File: src/rtl/regfile_access_arbiter.sv
// Register file port arbiter: the core owns the write port and the rs1 read port,
// except when a debug host borrows them for a single stalled access cycle.
//
// state  | meaning
// -------+------------------------------------------------------------
// IDLE   | ports pass through from the core; a debug request may be accepted
// STALL  | core frozen, ports quiet for one settle cycle
// ACCESS | debug write drives rd/wd, or debug read drives rs1 and captures data
// RESP   | core still frozen, dbg_ack high, guard counter reloaded
module regfile_access_arbiter #(
    parameter int XLEN         = 32,
    parameter int ADDR_W       = 5,
    parameter int MIN_CORE_GAP = 4
) (
    input  logic              clk,
    input  logic              rst,
    input  logic              core_reg_write,
    input  logic [ADDR_W-1:0] core_rd,
    input  logic [XLEN-1:0]   core_wd,
    input  logic [ADDR_W-1:0] core_rs1,
    input  logic [ADDR_W-1:0] core_rs2,
    output logic              core_stall,
    output logic              rf_reg_write,
    output logic [ADDR_W-1:0] rf_rd,
    output logic [XLEN-1:0]   rf_wd,
    output logic [ADDR_W-1:0] rf_rs1,
    output logic [ADDR_W-1:0] rf_rs2,
    input  logic [XLEN-1:0]   rf_rs1_val,
    input  logic              dbg_req,
    input  logic              dbg_we,
    input  logic [ADDR_W-1:0] dbg_addr,
    input  logic [XLEN-1:0]   dbg_wdata,
    output logic              dbg_ack,
    output logic [XLEN-1:0]   dbg_rdata
);

    localparam int GAP_W = (MIN_CORE_GAP > 0) ? $clog2(MIN_CORE_GAP + 1) : 1;
    localparam logic [GAP_W-1:0] GAP_LOAD = GAP_W'(MIN_CORE_GAP);

    typedef enum logic [1:0] {
        S_IDLE   = 2'd0,
        S_STALL  = 2'd1,
        S_ACCESS = 2'd2,
        S_RESP   = 2'd3
    } state_t;

    state_t            state;
    state_t            state_nxt;
    logic [GAP_W-1:0]  gap_cnt;
    logic              lat_we;
    logic [ADDR_W-1:0] lat_addr;
    logic [XLEN-1:0]   lat_wdata;
    logic              grant;

    assign grant = (state == S_IDLE) && dbg_req && (gap_cnt == '0);

    always_ff @(posedge clk or posedge rst) begin
        if (rst) begin
            state <= S_IDLE;
        end else begin
            state <= state_nxt;
        end
    end

    always_comb begin
        state_nxt = state;
        case (state)
            S_IDLE:   if (grant) state_nxt = S_STALL;
            S_STALL:  state_nxt = S_ACCESS;
            S_ACCESS: state_nxt = S_RESP;
            S_RESP:   state_nxt = S_IDLE;
            default:  state_nxt = S_IDLE;
        endcase
    end

    // The request is captured once at accept so the host may change dbg_* freely afterwards.
    always_ff @(posedge clk or posedge rst) begin
        if (rst) begin
            lat_we    <= 1'b0;
            lat_addr  <= '0;
            lat_wdata <= '0;
            gap_cnt   <= '0;
            dbg_ack   <= 1'b0;
            dbg_rdata <= '0;
        end else begin
            dbg_ack <= (state == S_ACCESS);
            if (grant) begin
                lat_we    <= dbg_we;
                lat_addr  <= dbg_addr;
                lat_wdata <= dbg_wdata;
            end
            if ((state == S_ACCESS) && !lat_we) begin
                dbg_rdata <= (lat_addr == '0) ? '0 : rf_rs1_val;
            end
            if (state == S_RESP) begin
                gap_cnt <= GAP_LOAD;
            end else if ((state == S_IDLE) && (gap_cnt != '0)) begin
                gap_cnt <= gap_cnt - GAP_W'(1);
            end
        end
    end

    always_comb begin
        core_stall   = (state != S_IDLE);
        rf_reg_write = core_reg_write;
        rf_rd        = core_rd;
        rf_wd        = core_wd;
        rf_rs1       = core_rs1;
        case (state)
            S_IDLE: begin
            end
            S_ACCESS: begin
                if (lat_we) begin
                    rf_reg_write = 1'b1;
                    rf_rd        = lat_addr;
                    rf_wd        = lat_wdata;
                end else begin
                    rf_reg_write = 1'b0;
                    rf_rs1       = lat_addr;
                end
            end
            default: begin
                rf_reg_write = 1'b0;
            end
        endcase
    end

    assign rf_rs2 = core_rs2;

endmodule
File: config.mk
export PLATFORM = sky130hd
export DESIGN_NAME = regfile_access_arbiter
export DESIGN_NICKNAME = d
export VERILOG_FILES = /design/src/rtl/regfile_access_arbiter.sv
export SDC_FILE = /design/constraint.sdc
export NUM_CORES = 1
export LEC_CHECK = 0
export BUFFER_PORTS_ARGS = -buffer_cell sky130_fd_sc_hd__buf_2
export CAP_MARGIN = 20
export CORE_MARGIN = 4
export CORE_UTILIZATION = 40
export DETAILED_ROUTE_END_ITERATION = 8
export HOLD_SLACK_MARGIN = 0.06
export PLACE_DENSITY = 0.76
export SKIP_CTS_REPAIR_TIMING = 1
export SYNTH_ARGS = -nofsm -noshare
export SYNTH_HDL_FRONTEND = slang
export SYNTH_SLANG_ARGS = --single-unit
File: constraint.sdc
create_clock -name clk -period 2.3 [get_ports clk]
set_clock_uncertainty 0.05 [all_clocks]
set_input_delay 0.46 -clock clk [delete_from_list [all_inputs] [get_ports clk]]
set_output_delay 0.46 -clock clk [all_outputs]
set_load 0.03 [all_outputs]
==> flow_metrics.py <==
metrics = {
    "floorplan": {
        "rows": 34,
        "dieArea_mm2": 0.0107,
        "fp.dieH_um": 103,
        "core_mm2": 0.00881,
        "pin_count": 203,
        "die_w_um": 103,
        "start_util": 0.414,
    },
    "route": {
        "vias": 3059,
        "ant_nets": 0,
        "drc": 0,
        "routedWlPerCell_um": 16.3,
        "drtIter0Drc": 61,
        "viasPerCell": 4.86,
        "routed_wl_mm": 10.3,
        "dr.pass1.iters": 6,
    },
    "clocking": {
        "clockRootBuffer": "clkbuf_8",
        "cts_tree": "yes",
        "clkSinkCount": 76,
        "clockBufferDepth": 2,
        "h-tree-depth": 3,
        "clock_latency_ps": 330,
        "path_clk_slew_ps": 90,
        "cts_made_buffers": 9,
    },
    "synthesis": {
        "syn-instance-count": 319,
        "synth_nets": 446,
        "netlist_area_mm2": 0.00364,
        "ys_seq_elements": 76,
        "ys_types": 26,
        "yosysWarnings": 0,
        "ys_seq_area_frac": 0.522,
        "avgSynthCellArea_um2": 11.4,
    },
    "run": {
        "cap_violations": 0,
    },
    "worst_setup_path": {
        "slowest_delay_ps": 430,
        "cp_max_fo": 7,
        "r2r_start": "state[1]$_DFFE_PP0P_",
        "r2r.worst_path.cells": 7,
        "crit_start": "state[1]$_DFFE_PP0P_",
        "criticalPathCategory": "flip-flop to primary output",
        "arrival_ps": 1770,
        "end_kind": "primary output",
        "cp-start-kind": "flip-flop",
        "path_cells": "ha_4 > nand2_8 > clkbuf_16 > mux2_2 > buf_6",
        "critPathSlowestCell": "dfrtp_1",
        "worstPathRequired_ps": 1790,
    },
    "placed_design": {
        "gp_congestion": 0.762,
        "hpwl_mm": 7.14,
        "portBuffers": 192,
        "place_area_mm2": 0.00471,
    },
    "final_layout": {
        "most-common-layout-cells": "buf_2, nand2_1, dfrtp_1",
        "layout-drive-gt1-share": 0.622,
        "final_cell_area_mm2": 0.00528,
        "n_antenna_cell": 0,
        "fillers": 764,
        "final_common_cell": "buf_2",
        "fin_nets": 643,
        "area_delta_synth_final_pct": 44.9,
    },
    "power_and_ir_drop": {
        "seq_power_share": 0.317,
        "total_power_mw": 7.48,
        "p_comb_frac": 0.543,
        "p_per_area_mw_per_mm2": 1420,
        "peakVddDrop_v": 0.000669,
        "p_sw_mw": 3.22,
        "power.share.switching": 0.430,
        "leakagePower_nw": 2.69,
        "clockPowerShare": 0.140,
        "p_int_mw": 4.26,
    },
    "timing": {
        "hold_violations": 0,
        "hold_ws_ps": 174,
        "rsz0062_at_grt": "true",
        "max_freq_mhz": 438,
        "tightest_slew_ps": 584,
        "finalSetupViolCount": 0,
        "slew_violations": 0,
        "relSlewSlack": 0.611,
        "fin_crit_sh": 0.992,
        "fin_crit_ps": 2280,
    },
    "grt": {
        "grt_pass1_wl_mm": 14.1,
        "grt_pass1_vias": 2922,
        "grt_max_degree": 46,
        "globalRouteTotalUtil": 0.169,
        "antenna_found_initial": 0,
        "grt_overflow": 0,
    },
    "hold_path": {
        "min_path_type": "primary input to asynchronous set/reset pin",
    },
    "status": {
        "status": "finished clean",
    },
}
## critical path, delay by kind of cell (launching register included)
| family | cells | cell delay [ps] |
|---|---|---|
| adders and majority gates | 1 | 210 |
| muxes | 1 | 350 |
| and+or+nand+nor | 1 | 130 |
| buffers and inverters | 2 | 320 |
| DFF | 1 | 430 |
## synth_stat cells, drive strengths merged
master  number  area, µm²
ha           6       75.1
nand3        1       5.00
o31ai        1       7.51
dfrtp       76       1900
clkbuf       2       7.51
o211ai       1       7.51
a21oi        3       15.0
inv          6       22.5
a31oi        1       6.26
o21ai       32        216
nor2         2       15.0
buf         22        140
a21o         1       7.51
mux2        76        856
or4          1       11.3
nor2b        1       6.26
nand2       83        312
a311oi       1       8.76
nand2b       2       12.5
nand4b       1       8.76
## layer usage
metal	up-vias	GRT usage	share of wire
li1	1471	-	-
met1	1473	0.212	0.39
met2	99	0.289	0.54
met3	16	0.0309	0.049
met4	0	0.0618	0.020
met5	-	0	0
## flip-flops by register name, indices dropped and copies added (netlist names)
name and count:
dbg_ack 1, lat_we 1, lat_wdata 32, state 2
dbg_rdata 32, lat_addr 5, gap_cnt 3
## per-stage QoR
stage / setup TNS [ps] / setup WS, ps / cells / util
after CTS: -3920 / -118 / 622 / 0.558
after global placement: 0 / 298 / 606 / 0.535
after detailed placement: 0 / 265 / 606 / 0.535
after floorplan: 0 / 210 / 319 / -
final: 0 / 19.4 / 629 / 0.599
after global routing: -226 / -27.4 / 629 / 0.599
## path summary, 6_finish.rpt
kind                                             end  slack (ps)
max in group asynchronous     gap_cnt[2]$_DFFE_PP0P_        1550
max                                         rf_wd[8]          20
min                        dbg_rdata[15]$_DFFE_PP0P_         170
min in group clk           dbg_rdata[19]$_DFFE_PP0P_         300
min reg2reg                dbg_rdata[12]$_DFFE_PP0P_         420
max reg2reg                     state[1]$_DFFE_PP0P_         260
## final cells by class
type / instances / area [µm²] / share of cell area
clock buffer: 12 / 155 / 0.0294
timing repair buffer: 210 / 1390 / 0.264
tap: 108 / 135 / 0.0256
inverter: 6 / 26.3 / 0.00498
sequential: 76 / 1900 / 0.360
clock inverter: 4 / 47.5 / 0.00901
multi-input combinational: 213 / 1620 / 0.306
## cell families (layout without fill, tap and decap cells)
family	after synthesis	in the layout	share of synthesized area
fa+ha+maj	6	6	0.0206
buf+inv	30	232	0.0467
flops	76	76	0.522
mux	76	76	0.235
compound gates	40	40	0.0739
simple gates	91	91	0.102
## power groups by stage
stage	sequential (mW)	clock [mW]	combinational [mW]
after global routing	2.44	1.13	4.36
after detailed placement	2.38	0	3.59
after floorplan	2.81	0	2.14
after global placement	2.35	0	3.49
final	2.37	1.05	4.06
after CTS	2.35	1.07	3.59
(Power assumes the default switching activity.)
